===== config.mk =====
export PLATFORM = sky130hd
export DESIGN_NAME = control_cursor_ingreso
export DESIGN_NICKNAME = d
export VERILOG_FILES = /design/src/rtl/control_cursor_ingreso.sv
export SDC_FILE = /design/constraint.sdc
export NUM_CORES = 1
export LEC_CHECK = 0
export ABC_AREA = 1
export CAP_MARGIN = 20
export CELL_PAD_IN_SITES_DETAIL_PLACEMENT = 1
export CELL_PAD_IN_SITES_GLOBAL_PLACEMENT = 2
export CORE_ASPECT_RATIO = 1.75
export CORE_MARGIN = 2
export CORE_UTILIZATION = 33
export CTS_BUF_LIST = sky130_fd_sc_hd__clkbuf_4
export DETAILED_ROUTE_END_ITERATION = 10
export PLACE_DENSITY = 0.77
export SLEW_MARGIN = 20
export SYNTH_ARGS = -nofsm -noshare
export SYNTH_HDL_FRONTEND = slang
export SYNTH_SLANG_ARGS = --single-unit

===== constraint.sdc =====
create_clock -name clk -period 1.75 [get_ports clk]
set_input_delay 0.175 -clock clk [delete_from_list [all_inputs] [get_ports clk]]
set_output_delay 0.175 -clock clk [all_outputs]
set_load 0.02 [all_outputs]

===== src/rtl/control_cursor_ingreso.sv =====
// Edit-mode cursor FSM for the date/time entry datapath: field cursor, button edges,
// inc/dec strobes with auto-repeat steered to clock or timer registers, commit on exit.
module control_cursor_ingreso #(
  parameter int HOLD_DLY = 8,
  parameter int REP_PER  = 4
) (
  input  logic       clk,
  input  logic       reset,
  input  logic       escribe,
  input  logic       C_T,
  input  logic       corre_der,
  input  logic       corre_izq,
  input  logic       aumenta,
  input  logic       disminuye,
  output logic [2:0] campo,
  output logic [5:0] sel_campo,
  output logic       inc_C,
  output logic       dec_C,
  output logic       inc_T,
  output logic       dec_T,
  output logic       editando,
  output logic       commit
);

  localparam int CNT_MAX = (HOLD_DLY > REP_PER) ? HOLD_DLY : REP_PER;
  localparam int CW      = $clog2(CNT_MAX + 1);

  // State code doubles as the field index, so campo is the state itself while editing.
  localparam logic [2:0] S_SEG  = 3'd0;
  localparam logic [2:0] S_MIN  = 3'd1;
  localparam logic [2:0] S_HORA = 3'd2;
  localparam logic [2:0] S_DIA  = 3'd3;
  localparam logic [2:0] S_MES  = 3'd4;
  localparam logic [2:0] S_ANO  = 3'd5;
  localparam logic [2:0] IDLE   = 3'd6;

  localparam logic [1:0] R_NONE = 2'd0;
  localparam logic [1:0] R_INC  = 2'd1;
  localparam logic [1:0] R_DEC  = 2'd2;

  localparam logic [CW-1:0] HOLD_LD = CW'(HOLD_DLY);
  localparam logic [CW-1:0] REP_LD  = CW'(REP_PER);
  localparam logic [CW-1:0] CNT_ONE = CW'(1);

  logic [2:0]    state_q, state_d;
  logic [1:0]    rep_q, rep_d;
  logic [CW-1:0] cnt_q, cnt_d;
  logic          der_q, izq_q, aum_q, dis_q;

  logic [2:0] campo_q;
  logic [5:0] sel_q;
  logic       inc_c_q, dec_c_q, inc_t_q, dec_t_q, edit_q, commit_q;

  logic der_e, izq_e, aum_e, dis_e;
  logic up, dn, moved, to_clk, commit_d, edit_d;

  assign der_e = corre_der & ~der_q;
  assign izq_e = corre_izq & ~izq_q;
  assign aum_e = aumenta   & ~aum_q;
  assign dis_e = disminuye & ~dis_q;

  always_comb begin
    state_d  = state_q;
    rep_d    = rep_q;
    cnt_d    = cnt_q;
    commit_d = 1'b0;
    up       = 1'b0;
    dn       = 1'b0;
    moved    = 1'b0;
    if (!escribe) begin
      state_d  = IDLE;
      commit_d = (state_q <= S_ANO);
      rep_d    = R_NONE;
      cnt_d    = '0;
    end else if (state_q > S_ANO) begin
      state_d = S_SEG;
      rep_d   = R_NONE;
      cnt_d   = '0;
    end else begin
      if (der_e && !izq_e) begin
        state_d = (state_q == S_ANO) ? S_SEG : state_q + 3'd1;
        moved   = 1'b1;
      end else if (izq_e && !der_e) begin
        state_d = (state_q == S_SEG) ? S_ANO : state_q - 3'd1;
        moved   = 1'b1;
      end

      // A repeat only survives while its own button stays held alone; anything else
      // disarms it until a fresh press.
      if (moved || (aumenta && disminuye)) begin
        rep_d = R_NONE;
        cnt_d = '0;
      end else if (aum_e) begin
        up    = 1'b1;
        rep_d = R_INC;
        cnt_d = HOLD_LD;
      end else if (dis_e) begin
        dn    = 1'b1;
        rep_d = R_DEC;
        cnt_d = HOLD_LD;
      end else if ((rep_q == R_INC && aumenta) || (rep_q == R_DEC && disminuye)) begin
        if (cnt_q == CNT_ONE) begin
          up    = (rep_q == R_INC);
          dn    = (rep_q == R_DEC);
          cnt_d = REP_LD;
        end else begin
          cnt_d = cnt_q - CNT_ONE;
        end
      end else begin
        rep_d = R_NONE;
        cnt_d = '0;
      end
    end
    to_clk = C_T || (state_q >= S_DIA);
    edit_d = (state_d <= S_ANO);
  end

  always_ff @(posedge clk or posedge reset) begin
    if (reset) begin
      state_q  <= IDLE;
      rep_q    <= R_NONE;
      cnt_q    <= '0;
      der_q    <= 1'b0;
      izq_q    <= 1'b0;
      aum_q    <= 1'b0;
      dis_q    <= 1'b0;
      campo_q  <= 3'd0;
      sel_q    <= 6'd0;
      inc_c_q  <= 1'b0;
      dec_c_q  <= 1'b0;
      inc_t_q  <= 1'b0;
      dec_t_q  <= 1'b0;
      edit_q   <= 1'b0;
      commit_q <= 1'b0;
    end else begin
      state_q  <= state_d;
      rep_q    <= rep_d;
      cnt_q    <= cnt_d;
      der_q    <= corre_der;
      izq_q    <= corre_izq;
      aum_q    <= aumenta;
      dis_q    <= disminuye;
      campo_q  <= edit_d ? state_d : 3'd0;
      sel_q    <= edit_d ? (6'b000001 << state_d) : 6'd0;
      inc_c_q  <= up &  to_clk;
      dec_c_q  <= dn &  to_clk;
      inc_t_q  <= up & ~to_clk;
      dec_t_q  <= dn & ~to_clk;
      edit_q   <= edit_d;
      commit_q <= commit_d;
    end
  end

  assign campo     = campo_q;
  assign sel_campo = sel_q;
  assign inc_C     = inc_c_q;
  assign dec_C     = dec_c_q;
  assign inc_T     = inc_t_q;
  assign dec_T     = dec_t_q;
  assign editando  = edit_q;
  assign commit    = commit_q;

endmodule

-- Yosys cells after proc, flatten, opt, wreduce, memory -nomap -nowiden
Cells that the tools add are included.
W data, S select, Z words.
- bits in registers: 28
- word-level logic and storage cells: 92
- add/sub/neg operators: 3
- $lt $le $gt $ge: 4
- eq/ne operators: 5
- shift operators: 1
- mux-type cells: 40
- bitwise gates (word level): 13
- reduce and logical (&&, ||, !) cells: 11
- operator list (cell ; count):
    $mux W4 ; 7
    $mux W3 ; 7
    $mux W1 ; 19
    $mux W2 ; 6
    $and A1 B1 Y1 ; 8
    $le A3 B3 Y1 const B ; 2
    $mux W6 ; 1
    $ne A6 B6 Y1 const B ; 1
    $shl A1 B3 Y6 const A ; 1
    $logic_and A1 B1 Y1 ; 5
    $not A1 Y1 ; 5
    $eq A4 B1 Y1 const B ; 1
    $sub A4 B1 Y4 const B ; 1
    $add A3 B1 Y3 const B ; 1
    $eq A3 B3 Y1 const B ; 1
    $ge A3 B2 Y1 const B ; 1
    $gt A3 B3 Y1 const B ; 1
    $logic_not A3 Y1 ; 1
    $logic_or A1 B1 Y1 ; 3
    $sub A3 B1 Y3 const B ; 1
    $eq A2 B1 Y1 const B ; 1
    $eq A2 B2 Y1 const B ; 1
    $logic_not A1 Y1 ; 2

-- Longest topological paths before layout
Gate-level depths: netlist of the first run.
- word-level depth: 13
- mapped depth: 12
- mapped depth without buffers: 12

-- Least setup slack after synthesis of the first run
OpenSTA, ideal clock, no wires.
- path kind: register to register
- start: register state_q[1]
- end: register campo_q[0], in the netlist campo[0]
- data arrival time: 1369 ps
- required time: 1628 ps
- setup slack: 260 ps
- cell stages (with the launch flop): 10
- path buffers: 0
- clock period less this slack: 1490 ps
- path through: dfstp_2 > nand2_1 > inv_1 > ha_1 > inv_1 > nand2_1 > a21oi_2 > nand2_2 > nand2_4 > a21oi_2
- longest elaborated chain between the ends: 8
- ends and longest elaborated chain (item ; line ; text):
    from (decl) ; 45 ; logic [2:0] state_q, state_d;
    from (signal assigned) ; 136 ; state_q <= state_d;
    $sub A3 B1 Y3 / $logic_not A3 Y1 (equally long branches) ; 84 ; state_d = (state_q == S_SEG) ? S_ANO : state_q - 3'd1;
    $mux W3 ; 84 ;
    $mux W3 ; 83 ; end else if (izq_e && !der_e) begin
    $mux W3 ; 80 ; if (der_e && !izq_e) begin
    $mux W3 (*) ; 75 ; end else if (state_q > S_ANO) begin
    $mux W3 (*) ; 70 ; if (!escribe) begin
    via state_d[2] ; 45 ;
    $le A3 B3 Y1 (*) ; 115 ; edit_d = (state_d <= S_ANO);
    $mux W3 (*) ; 143 ; campo_q <= edit_d ? state_d : 3'd0;
    to (signal assigned) ; 143 ;
    to (decl) ; 50 ; logic [2:0] campo_q;
The timed path passes the listed nets; every way through them passes the cells marked *.
A chain may end at the register's enable or synchronous reset.

-- Worst setup path after layout of the first run
- start: register state_q[2]
- end: register campo_q[2], in the netlist campo[2]
- longest elaborated chain between the ends: 8
- ends and longest elaborated chain (item ; line):
    $sub A3 B1 Y3 / $logic_not A3 Y1 (equally long branches) ; 84
    $mux W3 ; 84
    $mux W3 ; 83
    $mux W3 ; 80
    $mux W3 (*) ; 75
    $mux W3 (*) ; 70
    $le A3 B3 Y1 ; 115
    $mux W3 (*) ; 143
Every way passes the cells marked *; elsewhere a longest branch is shown, timed or not.

==> summary.txt, run 1 <==
M1 GR Usage: 0.165
dpl cells: 220
post-synthesis adder-cell area fraction: 0.0485
Setup TNS Final: 0 ns
register area share after synthesis: 0.546
fin crit share: 0.937
Pint: 1.09 mW
DR vias/cell: 4.54
Layout area overhead: 34.6%
Net Sw Power: 0.423 mW
Clock power frac: 0.281
height of the die: 86.7 um
power per cell area: 870 mW/mm^2
final number of setup-violating endpoints: 0
top cell type by total area after synthesis: dfrtp_1
final std cells w/o fill: 224
gr ovfl total: 0
dpl ws: -0.175 ns
max-slew violation count: 0
final hold violation count: 0
GR peak layer: met2
nature of the critical path endpoint: flop
Fin Clk Skew: 0.00304 ns
die area: 0.00444 mm^2
Yosys top cell area share: 0.505
largest net degree at the start of global routing: 29
Syn Inst Count: 138
Starting Density: 0.337
Area after DPL: 0.00167 mm^2
synth top area cells: dfrtp_1, inv_1, nand2_1
Required @ worst endpoint: 2.02 ns
vias in the first global route: 1117
final RePlAce weighted congestion: 0.834
Synth Register Bits: 28
M3 GR Usage: 0.0103
Fmax: 610 MHz
core area: 0.00383 mm^2
Post-Synth Simple-Gate Area: 0.266
die width: 51.2 um
kind of critical path: flop to flop
yosys warns: 0
Post-DRT Antenna Nets: 0
VDD IR max: 632 uV
NumNets Final: 190
startpoint types: flop
Synth Area in XOR/XNOR: 0.0136
first-pass GRT wire length: 5000 um
Sw Ratio: 0.281
Worst-Margin Slew: 0.269 ns
layout cells sized above 1: 0.233
Max clock buf depth: 2
CTS tree: yes
Crit Path Max Fanout: 5
clock sinks: 28
final worst path period need: 1.64 ns
Buffers on Ports: 22
Lkg Pwr: 0.864 nW
worst skew pair latency: 0.33 ns
HPWL after detailed placement: 2390 um
Distinct cells, synth: 26
post-route cell area: 0.00173 mm^2
fin util: 0.453
DRT iter0 DRCs: 17
Rel. slew slack: 0.819
CTS buffer count: 3
Data arrival, critical path: 1.91 ns
H-tree Lvls: 1
synthesized cell area: 0.00129 mm^2
combinational family with the most area after synthesis: simple AND/OR/NAND/NOR gates
setup ws final: 0.110 ns
CTS clk-pin slew, worst paths: 0.15 ns
Inserted Diodes: 0
Min-Delay Path Class: input port to async pin
Via Count: 1018
compound-gate portion of the synthesized area: 0.0476
Synth Area per Inst: 9.34 um^2
Reg power frac: 0.474
Total GRT Usage: 0.150
initial antenna violation count: 0
status: complete, no violations
Syn Nets: 151
Root Buffer: clkbuf_4
FP Rows: 30
Routed WL per cell: 12.8 um
drc violations: 0
Combinational Power Share: 0.245
grt met2 use: 0.275
number of max-cap violations: 0
Ports: 23
1st-pass router iterations: 4
wirelength, routed: 2870 um
RSZ-0062 raised after global routing: yes
multiplexer area fraction after synthesis: 0
[cells by family (layout without fill, tap and decap cells)]
| logic type | after synthesis | after routing |
|---|---|---|
| and+or+nand+nor | 68 | 68 |
| DFF | 28 | 28 |
| buffers and inverters | 26 | 64 |
| AOI/OAI and AO/OA | 9 | 9 |
| adders and majority gates | 5 | 5 |
| xor gates and xnor gates | 2 | 2 |
[power by group through the flow]
| stage | Sequential, mW | Clock, mW | Combinational (mW) |
|---|---|---|---|
| 3_3_place_gp | 0.727 | 0 | 0.364 |
| 6_report | 0.715 | 0.424 | 0.369 |
| 4_1_cts | 0.716 | 0.438 | 0.373 |
| 2_1_floorplan | 0.765 | 0 | 0.164 |
| 5_1_grt | 0.722 | 0.461 | 0.411 |
| 3_5_place_dp | 0.728 | 0 | 0.372 |
[through the flow]
| step | hold WS [ns] | power (mW) |
|---|---|---|
| final | 0.153 | 1.51 |
| after global placement | 0.461 | 1.09 |
| after detailed placement | 0.463 | 1.10 |
| after floorplan | 0.206 | 0.930 |
| after global routing | 0.145 | 1.59 |
| after CTS | 0.147 | 1.53 |
[worst max-delay path: stages, from the launching register on]
cell and delay, ns:
dfstp_2 0.62, inv_2 0.08, ha_1 0.29, inv_1 0.05, nand2_1 0.06, a21oi_2 0.13, nand2_2 0.11, buf_4 0.15
nor2_1 0.09
[placed cells by master (no fill, tap or decap)]
| cell type | instances |
|---|---|
| clkdlybuf4s50_1 | 22 |
| nor4_1 | 1 |
| a21oi_2 | 2 |
| nand3_1 | 12 |
| buf_12 | 1 |
| nand2_2 | 2 |
| xnor2_1 | 1 |
| or2_2 | 1 |
| a21oi_1 | 1 |
| inv_1 | 22 |
| nor3_1 | 1 |
| bufinv_16 | 1 |
| nor2_4 | 1 |
| nor3_2 | 1 |
| nor2_2 | 5 |
| buf_4 | 12 |
| inv_2 | 3 |
| ha_1 | 5 |
| nand4_2 | 2 |
| nand3_2 | 2 |
| o22ai_1 | 2 |
| dfstp_2 | 2 |
| dfrtp_1 | 26 |
| o21ai_1 | 1 |
| nand2_4 | 2 |
| nor2_1 | 18 |
| o21ai_0 | 1 |
| clkbuf_4 | 3 |
| nand2_1 | 20 |
| o21bai_1 | 1 |
| xor2_1 | 1 |
| o21ai_2 | 1 |
[registers in the layout (all words and copies together) (netlist names)]
register,flops
inc_T,1
sel_campo,6
der_q,1
commit,1
dec_C,1
izq_q,1
campo,3
state_q,3
aum_q,1
inc_C,1
rep_q,2
cnt_q,4
dis_q,1
editando,1
dec_T,1
[cell type report]
type                       count  area, um^2
clock buffer                   3        22.5
clock inverter                 1        30.0
fill                         472        2090
inverter                      25        93.8
multi-input combinational     84         494
sequential                    28         703
tap                           48        60.1
timing repair buffer          35         330
[what timing repair did]
item / CTS / global route
hold buffers: 0 / 0
setup buffers: 0 / 0
setup endpoints to repair: 0 / 10
gates resized for setup: 0 / 4
[final timing paths]
check                      depth (start not counted)  slack [ns]         end  startpoint
min                                                3        0.15    campo[2]       reset
min in group clk                                   1        0.30       der_q   corre_der
min reg2reg                                        1        0.48    cnt_q[0]    cnt_q[0]
max in group asynchronous                          3        1.37  state_q[2]       reset
max reg2reg                                        8        0.11    campo[2]  state_q[2]
max                                                8        0.11    campo[2]  state_q[2]
[routing by layer]
| layer | wire length (um) | up-vias |
|---|---|---|
| met2 | 1700 | 12 |
| li1 | - | 502 |
| met3 | 30 | 4 |
| met4 | 65 | 0 |
| met1 | 1080 | 500 |
| met5 | 0 | - |
[cells in the mapped netlist, drive strengths merged]
cell type,n
dfrtp,26
inv,25
nand2,24
nor2,24
nand3,14
ha,5
a21oi,3
o21ai,3
dfstp,2
nand4,2
nor3,2
o22ai,2
buf,1
nor4,1
o21bai,1
or2,1
xnor2,1
xor2,1
No activity file was read; power rests on OpenSTA's default activity.
==> inputs of run 2 (changes only) <==
--- a/config.mk
+++ b/config.mk
@@ -12,7 +12,7 @@
 export CORE_ASPECT_RATIO = 1.75
 export CORE_MARGIN = 2
 export CORE_UTILIZATION = 33
-export CTS_BUF_LIST = sky130_fd_sc_hd__clkbuf_4
+export CTS_BUF_LIST = sky130_fd_sc_hd__clkbuf_2 sky130_fd_sc_hd__clkbuf_4 sky130_fd_sc_hd__clkbuf_8
 export DETAILED_ROUTE_END_ITERATION = 10
 export PLACE_DENSITY = 0.77
 export SLEW_MARGIN = 20
==> run 2 against run 1 <==
Compared with the run above: final area is 1.5% higher; combinational power is 2% higher; critical endpoint is now sel_campo[4]; critical path type unchanged; non-clock buffer count stayed put; largest power group unchanged; register-to-register slack hardly changed; global-route usage stayed put; core utilization is 0.69 points higher; highest routed layer unchanged; count of clock-buffer cells in the layout stayed put; final cell count stayed put; clock power is 19% higher; flip-flop and latch count stayed put; sequential share of layout area is 0.61 points lower; sequential power hardly changed.
==> summary.txt, run 2 (synthesis results as in run 1) <==
hold_buf cts: 0 (unchanged)
Total GRT Usage: 0.150 (unchanged)
dpl cells: 220 (unchanged)
largest net degree at the start of global routing: 29 (unchanged)
wirelength, routed: 2910 um (+1.3%)
Rel. slew slack: 0.818 (about the same)
number of max-cap violations: 0 (unchanged)
status: complete, no violations
Crit Path Max Fanout: 5 (unchanged)
die area: 0.00444 mm^2 (unchanged)
HPWL after detailed placement: 2390 um (unchanged)
final number of setup-violating endpoints: 0 (unchanged)
commonest non-fill, non-tap cells in the layout: dfrtp_1, inv_1, clkdlybuf4s50_1, nand2_1, nor2_1
r2r endpoint: sel_campo[4]
kind of critical path: flop to flop
Routed WL per cell: 13.0 um (+1.3%)
dpl ws: -0.175 ns (unchanged)
Starting Density: 0.337 (unchanged)
final RePlAce weighted congestion: 0.834 (unchanged)
VDD IR max: 503 uV (-20%)
RSZ-0062 raised after global routing: no
H-tree Lvls: 1 (unchanged)
Max clock buf depth: 2 (unchanged)
Root Buffer: clkbuf_8
nature of the critical path endpoint: flop
Buf/Inv on CP: 3 (unchanged)
DR vias/cell: 4.54 (unchanged)
setup ws final: 0.107 ns (-0.00308 ns)
CP top delay family: flip-flops
fin crit share: 0.939 (+0.00176)
Fin Clk Skew: 0.00473 ns (+0.00168 ns)
Layout fillers: 468 (-0.85%)
first-pass GRT wire length: 5030 um (+0.56%)
Required @ worst endpoint: 1.95 ns (-0.07 ns)
Data arrival, critical path: 1.85 ns (-0.06 ns)
1st-pass router iterations: 4 (unchanged)
slowest stage cell on the critical path: dfstp_2
final std cells w/o fill: 224 (unchanged)
CP cell instances: inv_4, ha_1, inv_1, nand2_1, a21oi_2, nand2_2, buf_4, nor2_1
Worst-Margin Slew: 0.270 ns (+0.00103 ns)
max-slew violation count: 0 (unchanged)
max incr delay on CP: 0.62 ns (about the same)
clock sinks: 28 (unchanged)
Via Count: 1018 (unchanged)
startpoint types: flop
CTS buffer count: 3 (unchanged)
reg2reg start: state_q[2]
final hold violation count: 0 (unchanged)
setup bufs post-CTS: 0 (unchanged)
Resized cells post-CTS: 0 (unchanged)
NumNets Final: 190 (unchanged)
core area: 0.00383 mm^2 (unchanged)
most common cell after layout, fill and taps aside: dfrtp_1
Buffers on Ports: 22 (unchanged)
height of the die: 86.7 um (unchanged)
FP Rows: 30 (unchanged)
DRT iter0 DRCs: 13 (-4)
r2r setup slk: 0.11 ns (about the same)
power per cell area: 907 mW/mm^2 (+4.3%)
initial antenna violation count: 0 (unchanged)
CTS clk-pin slew, worst paths: 0.09 ns (-0.06 ns)
Post-DRT Antenna Nets: 0 (unchanged)
drc violations: 0 (unchanged)
Inserted Diodes: 0 (unchanged)
Worst R2R Path Depth: 8 (unchanged)
Layout area overhead: 36.6%
final worst path period need: 1.64 ns (+0.00307 ns)
CTS tree: yes
vias in the first global route: 1105 (-1.1%)
fin util: 0.460 (+0.00686)
gr ovfl total: 0 (unchanged)
Min-Delay Path Class: input port to async pin
die width: 51.2 um (unchanged)
Ports: 23 (unchanged)
max reg flops: 6 (unchanged)
worst skew pair latency: 0.27 ns (-0.06 ns)
Fmax: 609 MHz (-0.19%)
layout cells sized above 1: 0.244 (+0.0114)
Lkg Pwr: 0.870 nW (+0.71%)
## run 2: area by class of cell
class	instances	area, um^2	share of cell area
repair buffers	35	330	0.188
clock inverters	1	30.0	0.0171
flip-flops and latches	28	703	0.399
clock buffers	3	41.3	0.0235
well taps	48	60.1	0.0341
inverters	25	96.3	0.0547
multi-input cells	84	499	0.284
## run 2: stage by stage
stage / hold slack (ns) / power [mW] / setup TNS (ns) / instance area, um^2
after floorplan: 0.206 / 0.930 / 0 / 1290
after global placement: 0.461 / 1.09 / -1.72 / 1670
after detailed placement: 0.463 / 1.10 / -2.65 / 1670
after CTS: 0.227 / 1.61 / 0 / 1740
after global routing: 0.230 / 1.68 / 0 / 1760
final: 0.228 / 1.60 / 0 / 1760
## run 2: power breakdown
| part | switching [mW] | internal (mW) |
|---|---|---|
| Combinational | 0.213 | 0.161 |
| Sequential | 0.0221 | 0.694 |
| Clock | 0.200 | 0.306 |
## run 2: worst max path at each step
stage,startpoint,end,cells past startpoint,slack (ns)
after floorplan,state_q[1],campo[0],9,0.26
after detailed placement,corre_izq,dec_T,10,-0.17
after global routing,corre_izq,dec_T,10,0.004
after CTS,state_q[2],sel_campo[4],8,0.08
after global placement,corre_der,sel_campo[1],10,-0.12
final,state_q[2],sel_campo[4],8,0.11
## run 2: layer usage
metal / vias to the layer above / global-route usage / wire length, um
li1: 503 / - / -
met3: 4 / 0.0103 / 29
met5: - / 0 / 0
met1: 499 / 0.171 / 1130
met4: 0 / 0.0789 / 65
met2: 12 / 0.273 / 1680
## run 2: worst register-to-register path: cells and delay by family, from the launching register on
kind                       cells  cell delay [ns]
AOI/OAI and AO/OA              1             0.13
adders and majority gates      1             0.28
buffers and inverters          3             0.27
DFF                            1             0.62
and+or+nand+nor                3             0.27
==> inputs of run 3 (changes only) <==
--- a/config.mk
+++ b/config.mk
@@ -12,7 +12,7 @@
 export CORE_ASPECT_RATIO = 1.75
 export CORE_MARGIN = 2
 export CORE_UTILIZATION = 33
-export CTS_BUF_LIST = sky130_fd_sc_hd__clkbuf_2 sky130_fd_sc_hd__clkbuf_4 sky130_fd_sc_hd__clkbuf_8
+export CTS_BUF_LIST = sky130_fd_sc_hd__clkbuf_8
 export DETAILED_ROUTE_END_ITERATION = 10
 export PLACE_DENSITY = 0.77
 export SLEW_MARGIN = 20
==> results of run 3 <==
Same layout as run 2: the final DEF is identical, and so are final timing and power.
